**src/rtl/id_hazard_ctrl_pkg.sv**
```systemverilog
// Shared types for the decode-stage forwarding/interlock controller:
// register address type, scoreboard entry, write-enable and scheduling codes.
package id_hazard_ctrl_pkg;

  localparam int REG_AW = 4;

  typedef logic [REG_AW-1:0] REG_T;

  localparam REG_T REG_INVALID = 4'hF;

  // Destination write classification of the decode instruction
  typedef enum logic [1:0] {
    RWE_NONE = 2'b00,
    RWE_ALU  = 2'b10,
    RWE_LOAD = 2'b11
  } rwe_e;

  typedef struct packed {
    logic valid;
    REG_T dst;
    logic is_load;
  } sb_entry_t;

  typedef enum logic [1:0] {
    SCHED_IDLE         = 2'b00,
    SCHED_ISSUE        = 2'b01,
    SCHED_PAUSE_FOR_LW = 2'b10,
    SCHED_KILL         = 2'b11
  } sched_e;

  function automatic rwe_e rwe_decode(input logic we, input logic is_load);
    if (!we) return RWE_NONE;
    return is_load ? RWE_LOAD : RWE_ALU;
  endfunction

endpackage

```
**src/rtl/id_fwd_select.sv**
```systemverilog
// Per-source operand resolution: youngest matching scoreboard entry wins;
// a load that has not reached its data-ready stage is reported as a hazard.
module id_fwd_select
  import id_hazard_ctrl_pkg::*;
#(
  parameter int   DATA_W     = 16,
  parameter int   DEPTH      = 3,
  parameter int   LOAD_READY = 1,
  parameter REG_T SRC_NONE   = id_hazard_ctrl_pkg::REG_INVALID
) (
  input  REG_T                     i_src,
  input  sb_entry_t [DEPTH-1:0]    i_sb,
  input  logic [DEPTH*DATA_W-1:0]  i_stage_result,
  input  logic [DATA_W-1:0]        i_reg_data,
  output logic [DATA_W-1:0]        o_op,
  output logic                     o_hit,
  output logic                     o_hazard
);

  // Walk oldest to youngest so the lowest matching index has the last word.
  always_comb begin
    o_op     = i_reg_data;
    o_hit    = 1'b0;
    o_hazard = 1'b0;
    for (int k = DEPTH - 1; k >= 0; k--) begin
      if (i_sb[k].valid && (i_sb[k].dst == i_src) && (i_src != SRC_NONE)) begin
        if (!i_sb[k].is_load || (k >= LOAD_READY)) begin
          o_op     = i_stage_result[k*DATA_W +: DATA_W];
          o_hit    = 1'b1;
          o_hazard = 1'b0;
        end else begin
          o_op     = i_reg_data;
          o_hit    = 1'b0;
          o_hazard = 1'b1;
        end
      end
    end
  end

endmodule

```
**src/rtl/id_hazard_ctrl.sv**
```systemverilog
// Decode-stage forwarding and load-use interlock controller with a
// shift-register scoreboard of in-flight register writes.
module id_hazard_ctrl
  import id_hazard_ctrl_pkg::*;
#(
  parameter int               DATA_W      = 16,
  parameter int               REG_AW      = id_hazard_ctrl_pkg::REG_AW,
  parameter int               DEPTH       = 3,
  parameter int               LOAD_READY  = 1,
  parameter logic [REG_AW-1:0] REG_INVALID = id_hazard_ctrl_pkg::REG_INVALID,
  parameter int               CNT_W       = 4
) (
  input  logic                    i_clk,
  input  logic                    i_rst,
  input  logic                    i_id_valid,
  input  logic [REG_AW-1:0]       i_id_src1_addr,
  input  logic [REG_AW-1:0]       i_id_src2_addr,
  input  logic [REG_AW-1:0]       i_id_dst_addr,
  input  logic                    i_id_dst_we,
  input  logic                    i_id_is_load,
  input  logic                    i_flush,
  input  logic [DATA_W-1:0]       i_reg1_data,
  input  logic [DATA_W-1:0]       i_reg2_data,
  input  logic [DEPTH*DATA_W-1:0] i_stage_result,
  output logic [DATA_W-1:0]       o_op1,
  output logic [DATA_W-1:0]       o_op2,
  output logic                    o_fwd1_hit,
  output logic                    o_fwd2_hit,
  output logic                    o_stall,
  output logic                    o_issue,
  output logic [CNT_W-1:0]        o_stall_cnt
);

  // REG_AW must equal the package register width; the entry type uses it.
  sb_entry_t [DEPTH-1:0] r_sb;
  logic [CNT_W-1:0]      r_stall_cnt;

  logic      w_haz1;
  logic      w_haz2;
  sched_e    w_sched;
  rwe_e      w_rwe;
  sb_entry_t w_sb_in;

  id_fwd_select #(
    .DATA_W     (DATA_W),
    .DEPTH      (DEPTH),
    .LOAD_READY (LOAD_READY),
    .SRC_NONE   (REG_INVALID)
  ) u_fwd1 (
    .i_src          (i_id_src1_addr),
    .i_sb           (r_sb),
    .i_stage_result (i_stage_result),
    .i_reg_data     (i_reg1_data),
    .o_op           (o_op1),
    .o_hit          (o_fwd1_hit),
    .o_hazard       (w_haz1)
  );

  id_fwd_select #(
    .DATA_W     (DATA_W),
    .DEPTH      (DEPTH),
    .LOAD_READY (LOAD_READY),
    .SRC_NONE   (REG_INVALID)
  ) u_fwd2 (
    .i_src          (i_id_src2_addr),
    .i_sb           (r_sb),
    .i_stage_result (i_stage_result),
    .i_reg_data     (i_reg2_data),
    .o_op           (o_op2),
    .o_hit          (o_fwd2_hit),
    .o_hazard       (w_haz2)
  );

  // Flush outranks the load-use pause; both leave a bubble behind.
  always_comb begin
    w_sched = SCHED_IDLE;
    if (i_id_valid) begin
      if (i_flush)               w_sched = SCHED_KILL;
      else if (w_haz1 || w_haz2) w_sched = SCHED_PAUSE_FOR_LW;
      else                       w_sched = SCHED_ISSUE;
    end
  end

  assign o_stall     = (w_sched == SCHED_PAUSE_FOR_LW);
  assign o_issue     = (w_sched == SCHED_ISSUE);
  assign o_stall_cnt = r_stall_cnt;

  always_comb begin
    w_rwe           = rwe_decode(i_id_dst_we, i_id_is_load);
    w_sb_in.valid   = o_issue && (w_rwe != RWE_NONE) && (i_id_dst_addr != REG_INVALID);
    w_sb_in.dst     = i_id_dst_addr;
    w_sb_in.is_load = (w_rwe == RWE_LOAD);
  end

  always_ff @(posedge i_clk) begin
    if (i_rst) begin
      r_sb        <= '0;
      r_stall_cnt <= '0;
    end else begin
      r_sb <= {r_sb[DEPTH-2:0], w_sb_in};
      if (o_stall) begin
        if (r_stall_cnt != {CNT_W{1'b1}}) r_stall_cnt <= r_stall_cnt + CNT_W'(1);
      end else begin
        r_stall_cnt <= '0;
      end
    end
  end

endmodule
```
**config.mk**
```make
export PLATFORM = sky130hd
export DESIGN_NAME = id_hazard_ctrl
export DESIGN_NICKNAME = d
export VERILOG_FILES = /design/src/rtl/id_hazard_ctrl_pkg.sv /design/src/rtl/id_fwd_select.sv /design/src/rtl/id_hazard_ctrl.sv
export SDC_FILE = /design/constraint.sdc
export NUM_CORES = 1
export LEC_CHECK = 0
export ABC_AREA = 1
export BUFFER_PORTS_ARGS = -buffer_cell sky130_fd_sc_hd__buf_2
export CAP_MARGIN = 15
export CORE_ASPECT_RATIO = 0.7
export CORE_MARGIN = 2
export CORE_UTILIZATION = 43
export DETAILED_ROUTE_END_ITERATION = 10
export PLACE_DENSITY_LB_ADDON = 0.12
export SLEW_MARGIN = 20
export SYNTH_ARGS = -nofsm -noshare
export SYNTH_HDL_FRONTEND = slang
export SYNTH_SLANG_ARGS = --single-unit
```
**constraint.sdc**
```tcl
create_clock -name i_clk -period 1.46 [get_ports i_clk]
set_input_delay 0.292 -clock i_clk [delete_from_list [all_inputs] [get_ports i_clk]]
set_output_delay 0.292 -clock i_clk [all_outputs]
set_load 0.02 [all_outputs]
```
==> flow_metrics.py, run 1 <==
metrics = {
    "worst_setup_path": {
        "r2r_start": "r_sb[3]",
        "crit_type": "flop to output pin",
        "cp-startpoint": "r_sb[14]",
        "cp-end-kind": "output pin",
        "r2r_slack_ps": 30,
        "cp_data_required_time_ps": 1170,
        "arrival_ps": 1820,
        "critPathLaunchType": "flop",
        "cp-endpoint": "o_op1[15]",
        "r2r-end": "r_sb[9]",
        "r2r_cells": 9,
        "worstPathMaxFanout": 5,
    },
    "die": {
        "rows": 24,
        "pin_count": 138,
        "fp.dieW_microns": 100,
        "fp.dieH_microns": 71.5,
        "die_area_sq_um": 7180,
        "core_sq_um": 6250,
        "start_util_pct": 44.8,
    },
    "timing": {
        "fin_ws_ps": -652,
        "hold_viol": 0,
        "drv_slew": 0,
        "max_freq_mhz": 473,
        "slew_headroom_pct": 81.9,
        "rsz0062_at_grt": "yes",
        "finalClockSkew_ps": 3.34,
        "tightest_slew_ps": 271,
        "finalCritPeriodShare_pct": 145,
        "period_needed_ps": 2110,
        "setup_viol": 36,
    },
    "grt": {
        "grt_max_degree": 34,
        "grt_pass1_wl_microns": 18200,
        "gr-total-overflow": 0,
        "track_usage_pct": 31.3,
        "grt_antenna_before_repair": 0,
        "grt_pass1_vias": 3963,
    },
    "clocking": {
        "htreeDepth": 1,
        "cts_buffer_depth": 2,
        "clock-sinks": 20,
        "insertion_delay_ps": 270,
        "cts_inserted_buffers": 3,
        "postCtsHoldBufs": 0,
        "clk_pin_slew_worst_paths_ps": 80,
        "cts_tree": "built",
        "clockRootBuffer": "clkbuf_8",
    },
    "pwr": {
        "power_frac_seq_pct": 27.8,
        "p_clk_share_pct": 27.5,
        "p_leak_nw": 2.53,
        "p_switching_uw": 758,
        "switching_share_pct": 36.4,
        "power_density_nw_per_um2": 427,
        "p_comb_share_pct": 44.6,
        "power.internal_mw": 1.32,
        "vdd_ir_drop_max_v": 0.000396,
    },
    "cells_and_area": {
        "drive_gt1_share_pct": 48.7,
        "synthToLayoutAreaGrowth_pct": 74.5,
        "num_antenna_cells": 0,
        "n_fill_cell": 454,
        "fin_area_sq_um": 4880,
        "nNetsFinal": 835,
        "final-instance-count-excl-fill": 813,
    },
    "run_status": {
        "outcome": "finished with violations",
        "violations": "negative setup slack",
    },
    "detailed_routing": {
        "drtAntennaViolNets": 0,
        "totalWireLength_microns": 13100,
        "drtIter0Drc": 510,
        "num_vias": 4476,
        "firstDrtPassIters": 7,
        "drc_errors": 0,
        "vias_per_cell": 5.51,
        "wl_per_cell_microns": 16.1,
    },
    "synth": {
        "synth-simple-area-share_pct": 70.4,
        "yosysUniqueCellTypes": 27,
        "synth-xor-area-share_pct": 0.313,
        "synth_top_family_by_area": "simple AND/OR/NAND/NOR gates",
        "synth_edf_count": 0,
        "synth_ff_type": "dfxtp_1",
        "synth_area_per_cell_sq_um": 4.94,
        "syn_area_sq_um": 2800,
        "synth-compound-area-share_pct": 2.42,
        "async_flop_share_pct": 0,
        "ys.warnings.count": 0,
        "ys_ff_latch": 20,
        "synthCells": 566,
        "yosysSeqAreaShare_pct": 14.3,
        "synth.net_count": 665,
        "synthMuxAreaShare_pct": 0.403,
        "synthAdderAreaFrac_pct": 0.447,
    },
    "place": {
        "port_buffers": 137,
        "pre_cts_ws_ps": -406,
        "place_inst": 788,
        "place_area_sq_um": 3820,
        "gp_congestion": 0.987,
        "dp_hpwl_microns": 7720,
    },
    "worst_hold_path": {
        "hold_path_class": "primary input to flop",
        "holdCritStartpoint": "i_id_dst_addr[0]",
    },
    "flow_run": {
        "max_cap_violations": 0,
    },
}
==> Yosys cell counts (2+ instances only) <==
cell,n,area (sq um)
a21oi_1,6,30.0
buf_2,6,30.0
nand3_4,2,35.0
inv_1,28,105
nand2_1,267,1000
nor2_8,2,40.0
nor2_2,3,18.8
dfxtp_1,20,400
nand3_2,4,40.0
o21ai_0,5,25.0
nand4_1,2,12.5
nand3_1,69,345
clkbuf_1,6,22.5
nand2_2,4,25.0
inv_2,10,37.5
buf_4,5,37.5
nor2_1,108,405
nor2_4,2,22.5
a31oi_1,2,12.5
buf_6,8,90.1
==> area by class of cell <==
| type | count | area (sq um) | share of cell area [%] |
|---|---|---|---|
| multi-input cells | 486 | 2650 | 54.2 |
| repair buffers | 186 | 1500 | 30.7 |
| flip-flops and latches | 20 | 419 | 8.59 |
| well taps | 78 | 97.6 | 2.00 |
| clock inverters | 1 | 30.0 | 0.615 |
| clock buffers | 3 | 41.3 | 0.846 |
| inverters | 39 | 151 | 3.10 |
==> stage by stage <==
| stage | utilization, % | hold WS (ps) | power [mW] | setup TNS [ps] |
|---|---|---|---|---|
| after floorplan | - | 399 | 0.958 | -775 |
| after global placement | 61.2 | 442 | 1.28 | -12340 |
| after detailed placement | 61.2 | 440 | 1.28 | -12630 |
| after CTS | 68.7 | 231 | 1.93 | -17820 |
| after global routing | 78.1 | 228 | 2.18 | -23240 |
| final | 78.1 | 225 | 2.08 | -20570 |
==> per-layer routing <==
layer | vias up | share of wire, % | global-route usage [%]
met4 | 0 | 3.5 | 7.76
li1 | 2092 | - | -
met5 | - | 0 | 0
met2 | 348 | 45 | 52.1
met3 | 55 | 12 | 6.54
met1 | 1981 | 40 | 41.6
==> critical path, stage by stage (launching register included) <==
cell and delay [ps]:
dfxtp_2 380, inv_2 70, nand2_2 70, nand2_2 70
nor2_4 230, nand3_4 180, nand2_1 140, nand3_1 110
nand2_1 110, nand2_2 60, buf_6 130
==> state kept, by name, summed over array words and instances, names as in the netlist <==
name and cells:
r_sb 16, o_stall_cnt 4
==> power groups by stage <==
stage	registers, mW	clock network, mW	logic [mW]
floorplan	0.583	0	0.375
finish	0.580	0.573	0.930
global route	0.582	0.603	0.994
CTS	0.578	0.573	0.775
detailed placement	0.588	0	0.693
global placement	0.588	0	0.687
==> kinds of logic after synthesis <==
kind of cell	after synthesis
AND/OR/NAND/NOR	466
multiplexers	1
flip-flops	20
adder cells (fa/ha/maj)	1
XOR/XNOR	1
buffers and inverters	64
AO/OA/AOI/OAI	13
==> what timing repair did <==
item / 4_1_cts / 5_1_grt
resized for setup: 68 / 147
setup buffers: 13 / 3
cloned: 6 / 5
setup endpoints to repair: 36 / 42
pin swaps: 13 / 66
==> worst min path at each step <==
stage	to	slack (ps)	cells after the start
final	r_sb[1]	230	3
after global placement	r_sb[11]	440	2
after CTS	r_sb[4]	230	3
after global routing	r_sb[2]	230	3
after floorplan	r_sb[1]	400	2
after detailed placement	r_sb[11]	440	2
==> cell usage in the layout, fill, tap and decap left out <==
master	n
inv_2	17
dfxtp_2	12
nand3_2	11
nor2_1	75
inv_1	19
inv_4	2
dfxtp_4	1
dfxtp_1	7
a31oi_2	1
buf_4	33
clkinv_1	1
o21ai_0	1
a31oi_4	1
buf_16	3
a21oi_2	1
bufinv_16	1
nor2_2	21
clkbuf_16	4
nor2_4	17
nand3_4	15
nand2_4	4
nand3_1	53
nand3b_1	1
nor2_8	2
nand4_1	2
nand2_1	210
o21ai_2	3
nor3_2	1
ha_1	1
xnor2_1	1
buf_2	105
buf_6	32
mux2_2	1
nand2_2	58
a21oi_1	5
o21ai_1	1
buf_12	9
clkbuf_8	3
Power figures use the tool's default switching activity.
==> run 2, diff against run 1 <==
--- a/config.mk
+++ b/config.mk
@@ -8,9 +8,11 @@
 export ABC_AREA = 1
 export BUFFER_PORTS_ARGS = -buffer_cell sky130_fd_sc_hd__buf_2
 export CAP_MARGIN = 15
+export CELL_PAD_IN_SITES_DETAIL_PLACEMENT = 2
+export CELL_PAD_IN_SITES_GLOBAL_PLACEMENT = 2
 export CORE_ASPECT_RATIO = 0.7
 export CORE_MARGIN = 2
-export CORE_UTILIZATION = 43
+export CORE_UTILIZATION = 19
 export DETAILED_ROUTE_END_ITERATION = 10
 export PLACE_DENSITY_LB_ADDON = 0.12
 export SLEW_MARGIN = 20
==> run 2 against run 1 <==
The run still ends with negative setup slack left; critical path depth shrank 1; via count shrank 3.4%; clock skew is essentially flat; non-clock buffer count grew 17; clock power grew 39%; clock-buffer cell count is the same; global-route usage shrank 9.7 points; setup slack gained 3.9 ps; sequential share of layout area shrank 0.65 points; total power grew 15%; critical path type unchanged; critical endpoint is now o_fwd1_hit; largest cell class unchanged; largest power group unchanged; highest routed layer unchanged.
==> flow_metrics.py, run 2 (synthesis gave the netlist of run 1 again) <==
metrics = {
    "worst_setup_path": {
        "crit_chain": "inv_2 -> nand2_1 -> nand2_2 -> nor2_8 -> nand3_4 -> clkbuf_16 -> buf_4 -> a31oi_4 -> buf_6",
        "cpLargestDelayFamily": "buffers and inverters",
        "cp-end-kind": "output pin",
        "r2r_cells": 10,
        "r2r_start": "r_sb[1]",
        "r2r-end": "o_stall_cnt[2]",
        "worstPathMaxFanout": 8,
        "critPathSlowestCell": "dfxtp_4",
        "critPathLaunchType": "flop",
        "r2r_slack_ps": -130,
        "worstPathBufferInverterCount": 4,
        "slowest_delay_ps": 390,
        "arrival_ps": 1820,
        "crit_type": "flop to output pin",
        "cp_data_required_time_ps": 1170,
    },
    "worst_hold_path": {
        "hold_path_class": "primary input to flop",
        "min_to": "r_sb[1]",
        "holdCritStartpoint": "i_id_dst_addr[0]",
        "hold_path_depth": 3,
    },
    "grt": {
        "track_usage_pct": 21.6,
        "grt_max_degree": 23,
        "grt_antenna_before_repair": 1,
        "grt_pass1_vias": 4655,
        "grt_pass1_wl_microns": 26400,
        "gr-total-overflow": 0,
    },
    "timing": {
        "finalCritPeriodShare_pct": 144,
        "drv_slew": 0,
        "tightest_slew_ps": 303,
        "max_freq_mhz": 474,
        "setup_viol": 40,
        "finalClockSkew_ps": 3.67,
        "hold_viol": 0,
        "fin_ws_ps": -648,
        "slew_headroom_pct": 79.8,
        "period_needed_ps": 2110,
        "rsz0062_at_grt": "yes",
    },
    "clocking": {
        "htreeDepth": 1,
        "insertion_delay_ps": 260,
        "cts_inserted_buffers": 3,
        "clockRootBuffer": "clkbuf_16",
        "postCtsHoldBufs": 0,
        "clk_pin_slew_worst_paths_ps": 70,
        "cts_tree": "built",
        "clock-sinks": 20,
        "cts_buffer_depth": 2,
    },
    "detailed_routing": {
        "drc_errors": 0,
        "num_vias": 4326,
        "drtIter0Drc": 107,
        "firstDrtPassIters": 4,
        "drtAntennaViolNets": 0,
        "vias_per_cell": 4.58,
        "wl_per_cell_microns": 19.2,
        "totalWireLength_microns": 18200,
    },
    "run_status": {
        "outcome": "finished with violations",
        "violations": "negative setup slack",
    },
    "pwr": {
        "p_leak_nw": 2.75,
        "vdd_ir_drop_max_v": 0.000354,
        "power_density_nw_per_um2": 432,
    },
    "place": {
        "dp_hpwl_microns": 12300,
        "gp_congestion": 0.824,
        "place_area_sq_um": 4040,
        "port_buffers": 137,
        "pre_cts_ws_ps": -596,
    },
    "die": {
        "die_area_sq_um": 15700,
        "rows": 37,
        "fp.dieH_microns": 106,
        "start_util_pct": 19.2,
        "pin_count": 138,
        "fp.dieW_microns": 149,
        "core_sq_um": 14500,
    },
    "cells_and_area": {
        "regMostFlops": "r_sb",
        "final_cell_mix": "185 x nand2_1, 101 x buf_2, 75 x nor2_1, 70 x nand2_2, 47 x buf_6",
        "n_fill_cell": 1770,
        "drive_gt1_share_pct": 54.8,
        "utilization_pct": 38.3,
        "layout_commonest_cell": "nand2_1",
        "synthToLayoutAreaGrowth_pct": 98.8,
        "nNetsFinal": 848,
        "fin_area_sq_um": 5560,
        "largest_register_ffs": 16,
    },
    "flow_run": {
        "max_cap_violations": 0,
    },
}
==> run 2: what timing repair did <==
item	in CTS	in global routing
endpoints found under the setup margin	41	41
endpoints found under the hold margin	0	0
cloned	5	4
setup buffers	12	13
gates resized for setup	203	108
pin swaps	39	50
==> run 2: worst max path at each step <==
stage                                 start         end  cells after the start
after floorplan                    r_sb[16]   o_op2[10]                     10
after global placement    i_id_src2_addr[0]   o_op2[15]                     12
after detailed placement  i_id_src2_addr[0]    o_op2[1]                     12
after CTS                          r_sb[10]    o_op1[5]                     12
after global routing               r_sb[10]   o_op1[12]                     12
final                              r_sb[16]  o_fwd1_hit                      9
==> run 2: area by class of cell <==
type	count	area, sq um	area share [%]
timing repair buffer	203	1780	32.0
inverter	39	159	2.86
clock inverter	1	30.0	0.540
sequential	20	442	7.94
multi-input combinational	482	2830	50.9
tap	195	244	4.39
antenna	1	2.50	0.0450
clock buffer	3	75.1	1.35
==> run 2: power by group <==
| group | switching [mW] | leakage [nW] | internal [mW] | total [mW] |
|---|---|---|---|---|
| clock network | 0.252 | 0.0511 | 0.546 | 0.798 |
| logic | 0.594 | 2.53 | 0.434 | 1.03 |
| registers | 0.0236 | 0.171 | 0.552 | 0.575 |
| total | 0.869 | 2.75 | 1.53 | 2.40 |
==> run 2: stage by stage <==
| step | total power [mW] | setup TNS [ps] | hold slack (ps) | instances |
|---|---|---|---|---|
| floorplan | 0.958 | -775 | 399 | 566 |
| global placement | 1.32 | -19980 | 475 | 910 |
| detailed placement | 1.34 | -20320 | 474 | 910 |
| CTS | 2.30 | -21330 | 234 | 930 |
| global route | 2.53 | -24800 | 250 | 943 |
| finish | 2.40 | -21510 | 235 | 944 |
==> run 2: per-layer routing <==
metal / up-vias / wire length (microns) / GRT usage, %
met5: - / 0 / 0
met4: 0 / 28 / 0.816
met3: 2 / 897 / 3.72
met2: 107 / 8500 / 35.3
met1: 2094 / 8730 / 31.2
li1: 2123 / - / -
==> run 2: worst min-delay path: cells and delay by family <==
kind / cells / cell delay [ps]
buffers and inverters: 2 / 140
and+or+nand+nor: 1 / 30
==> run 3, diff against run 2 <==
--- a/config.mk
+++ b/config.mk
@@ -8,11 +8,11 @@
 export ABC_AREA = 1
 export BUFFER_PORTS_ARGS = -buffer_cell sky130_fd_sc_hd__buf_2
 export CAP_MARGIN = 15
-export CELL_PAD_IN_SITES_DETAIL_PLACEMENT = 2
-export CELL_PAD_IN_SITES_GLOBAL_PLACEMENT = 2
+export CELL_PAD_IN_SITES_DETAIL_PLACEMENT = 0
+export CELL_PAD_IN_SITES_GLOBAL_PLACEMENT = 1
 export CORE_ASPECT_RATIO = 0.7
 export CORE_MARGIN = 2
-export CORE_UTILIZATION = 19
+export CORE_UTILIZATION = 26
 export DETAILED_ROUTE_END_ITERATION = 10
 export PLACE_DENSITY_LB_ADDON = 0.12
 export SLEW_MARGIN = 20
==> run 3 against run 2 <==
The flow still finishes with violations (negative setup slack); sequential share of layout area increased by 0.27 points; worst hold slack improved by 6.2 ps; maximum frequency increased by 4.7%; non-clock buffer count decreased by 1; largest power group unchanged; global-route usage increased by 0.12 points; clock-buffer cell count unchanged; largest cell class unchanged; wire length decreased by 24%; combinational power decreased by 9%; design area decreased by 5.5%; utilization increased by 12 points; sequential power about the same; clock power decreased by 2.6%.
==> flow_metrics.py, run 3 (synthesis gave the netlist of run 1 again) <==
metrics = {
    "detailed_routing": {
        "num_vias": 4239,
        "drc_errors": 0,
        "vias_per_cell": 4.82,
        "drtIter0Drc": 326,
        "drtAntennaViolNets": 0,
        "firstDrtPassIters": 4,
        "totalWireLength_microns": 13800,
        "wl_per_cell_microns": 15.7,
    },
    "die": {
        "core_sq_um": 10400,
        "fp.dieH_microns": 90.8,
        "fp.dieW_microns": 128,
        "pin_count": 138,
        "die_area_sq_um": 11600,
        "start_util_pct": 26.9,
        "rows": 31,
    },
    "cells_and_area": {
        "largest_register_ffs": 16,
        "layout_commonest_cell": "nand2_1",
        "nNetsFinal": 847,
        "num_antenna_cells": 0,
        "final_cell_mix": "197 x nand2_1, 101 x buf_2, 69 x nor2_1, 66 x nand2_2, 53 x nand3_1",
        "fin_area_sq_um": 5260,
        "regMostFlops": "r_sb",
        "drive_gt1_share_pct": 51.9,
        "synthToLayoutAreaGrowth_pct": 87.8,
    },
    "place": {
        "dp_hpwl_microns": 8990,
        "gp_congestion": 0.855,
        "place_area_sq_um": 3960,
        "port_buffers": 137,
    },
    "clocking": {
        "insertion_delay_ps": 260,
        "clock-sinks": 20,
        "cts_inserted_buffers": 3,
        "cts_tree": "built",
        "clockRootBuffer": "clkbuf_16",
        "htreeDepth": 1,
        "clk_pin_slew_worst_paths_ps": 60,
        "cts_buffer_depth": 2,
    },
    "timing": {
        "rsz0062_at_grt": "yes",
        "fin_ws_ps": -554,
        "period_needed_ps": 2010,
        "fin_tns_setup_ps": -17950,
        "max_freq_mhz": 497,
        "slew_headroom_pct": 73.3,
        "hold_viol": 0,
        "drv_slew": 0,
        "finalCritPeriodShare_pct": 138,
        "setup_viol": 40,
        "hold_slack_ps": 241,
        "tightest_slew_ps": 401,
        "finalClockSkew_ps": 6.48,
    },
    "pwr": {
        "p_leak_nw": 2.68,
        "power_mw": 2.29,
        "vdd_ir_drop_max_v": 0.000434,
        "power_density_nw_per_um2": 436,
    },
    "grt": {
        "grt_antenna_before_repair": 0,
        "grt_busiest_layer": "met2",
        "grtUsageMet2_pct": 34.5,
        "track_usage_pct": 21.7,
        "grt_use_met1_pct": 31.1,
        "grtUsageMet3_pct": 3.26,
        "gr-total-overflow": 0,
        "grt_pass1_vias": 4177,
        "grt_pass1_wl_microns": 20400,
        "grt_max_degree": 34,
    },
    "worst_setup_path": {
        "r2r_slack_ps": -20,
        "cp-end-kind": "output pin",
        "worstPathMaxFanout": 8,
        "cp-startpoint": "r_sb[9]",
        "cp_data_required_time_ps": 1170,
        "cp-endpoint": "o_op1[5]",
        "crit_type": "flop to output pin",
        "arrival_ps": 1720,
        "r2r-end": "o_stall_cnt[0]",
        "r2r_start": "r_sb[1]",
        "critPathLaunchType": "flop",
        "r2r_cells": 10,
    },
    "run_status": {
        "outcome": "finished with violations",
        "violations": "negative setup slack",
    },
    "flow_run": {
        "max_cap_violations": 0,
    },
    "worst_hold_path": {
        "hold_path_class": "primary input to flop",
    },
}
## run 3: worst min-delay path by stage
| stage | depth (start not counted) | startpoint | endpoint |
|---|---|---|---|
| after CTS | 3 | i_id_dst_addr[2] | r_sb[3] |
| after detailed placement | 2 | r_sb[5] | r_sb[11] |
| after global routing | 3 | i_id_dst_addr[0] | r_sb[1] |
| final | 3 | i_id_dst_addr[1] | r_sb[2] |
| after floorplan | 2 | i_id_dst_addr[0] | r_sb[1] |
| after global placement | 2 | r_sb[5] | r_sb[11] |
## run 3: what timing repair did
item                                    CTS  global route
pin swaps                                21            76
hold buffers                              0             0
gates resized for setup                 124           144
endpoints found under the setup margin   41            42
gates cloned                              3             7
setup buffers                            24             5
## run 3: area by class of cell
class | instances | area [sq um]
Inverter | 39 | 161
Clock buffer | 3 | 75.1
Clock inverter | 1 | 30.0
Tap cell | 132 | 165
Multi-Input combinational cell | 482 | 2650
Sequential cell | 20 | 432
Fill cell | 1085 | 5140
Timing Repair Buffer | 202 | 1740
## run 3: stage by stage
step                setup WS [ps]  cells  utilization [%]
global placement             -480    850             38.1
floorplan                   -44.6    566                -
finish                       -554    879             50.6
detailed placement           -475    850             38.1
global route                 -660    879             50.6
CTS                          -501    878             45.2
## run 3: power by group
group          switching (mW)  internal, mW  leakage, nW
combinational           0.525         0.412         2.46
sequential             0.0191         0.557        0.170
clock                   0.232         0.545       0.0511
## run 3: worst max-delay path, cell delays in order (launching register included)
cell       delay (ps)
dfxtp_2           360
inv_2              50
nand2_1            50
nand2_1            60
nor2_2            150
nand3_4           170
clkbuf_16         240
nor2_4            110
nor2_2             40
nand2_1            60
nand2_2            50
buf_6             120
## run 3: routing by layer
layer  part of all wire (%)  vias up
met5                      0        -
met2                     44      175
li1                       -     2112
met4                   0.89        0
met3                    6.2       12
met1                     49     1940
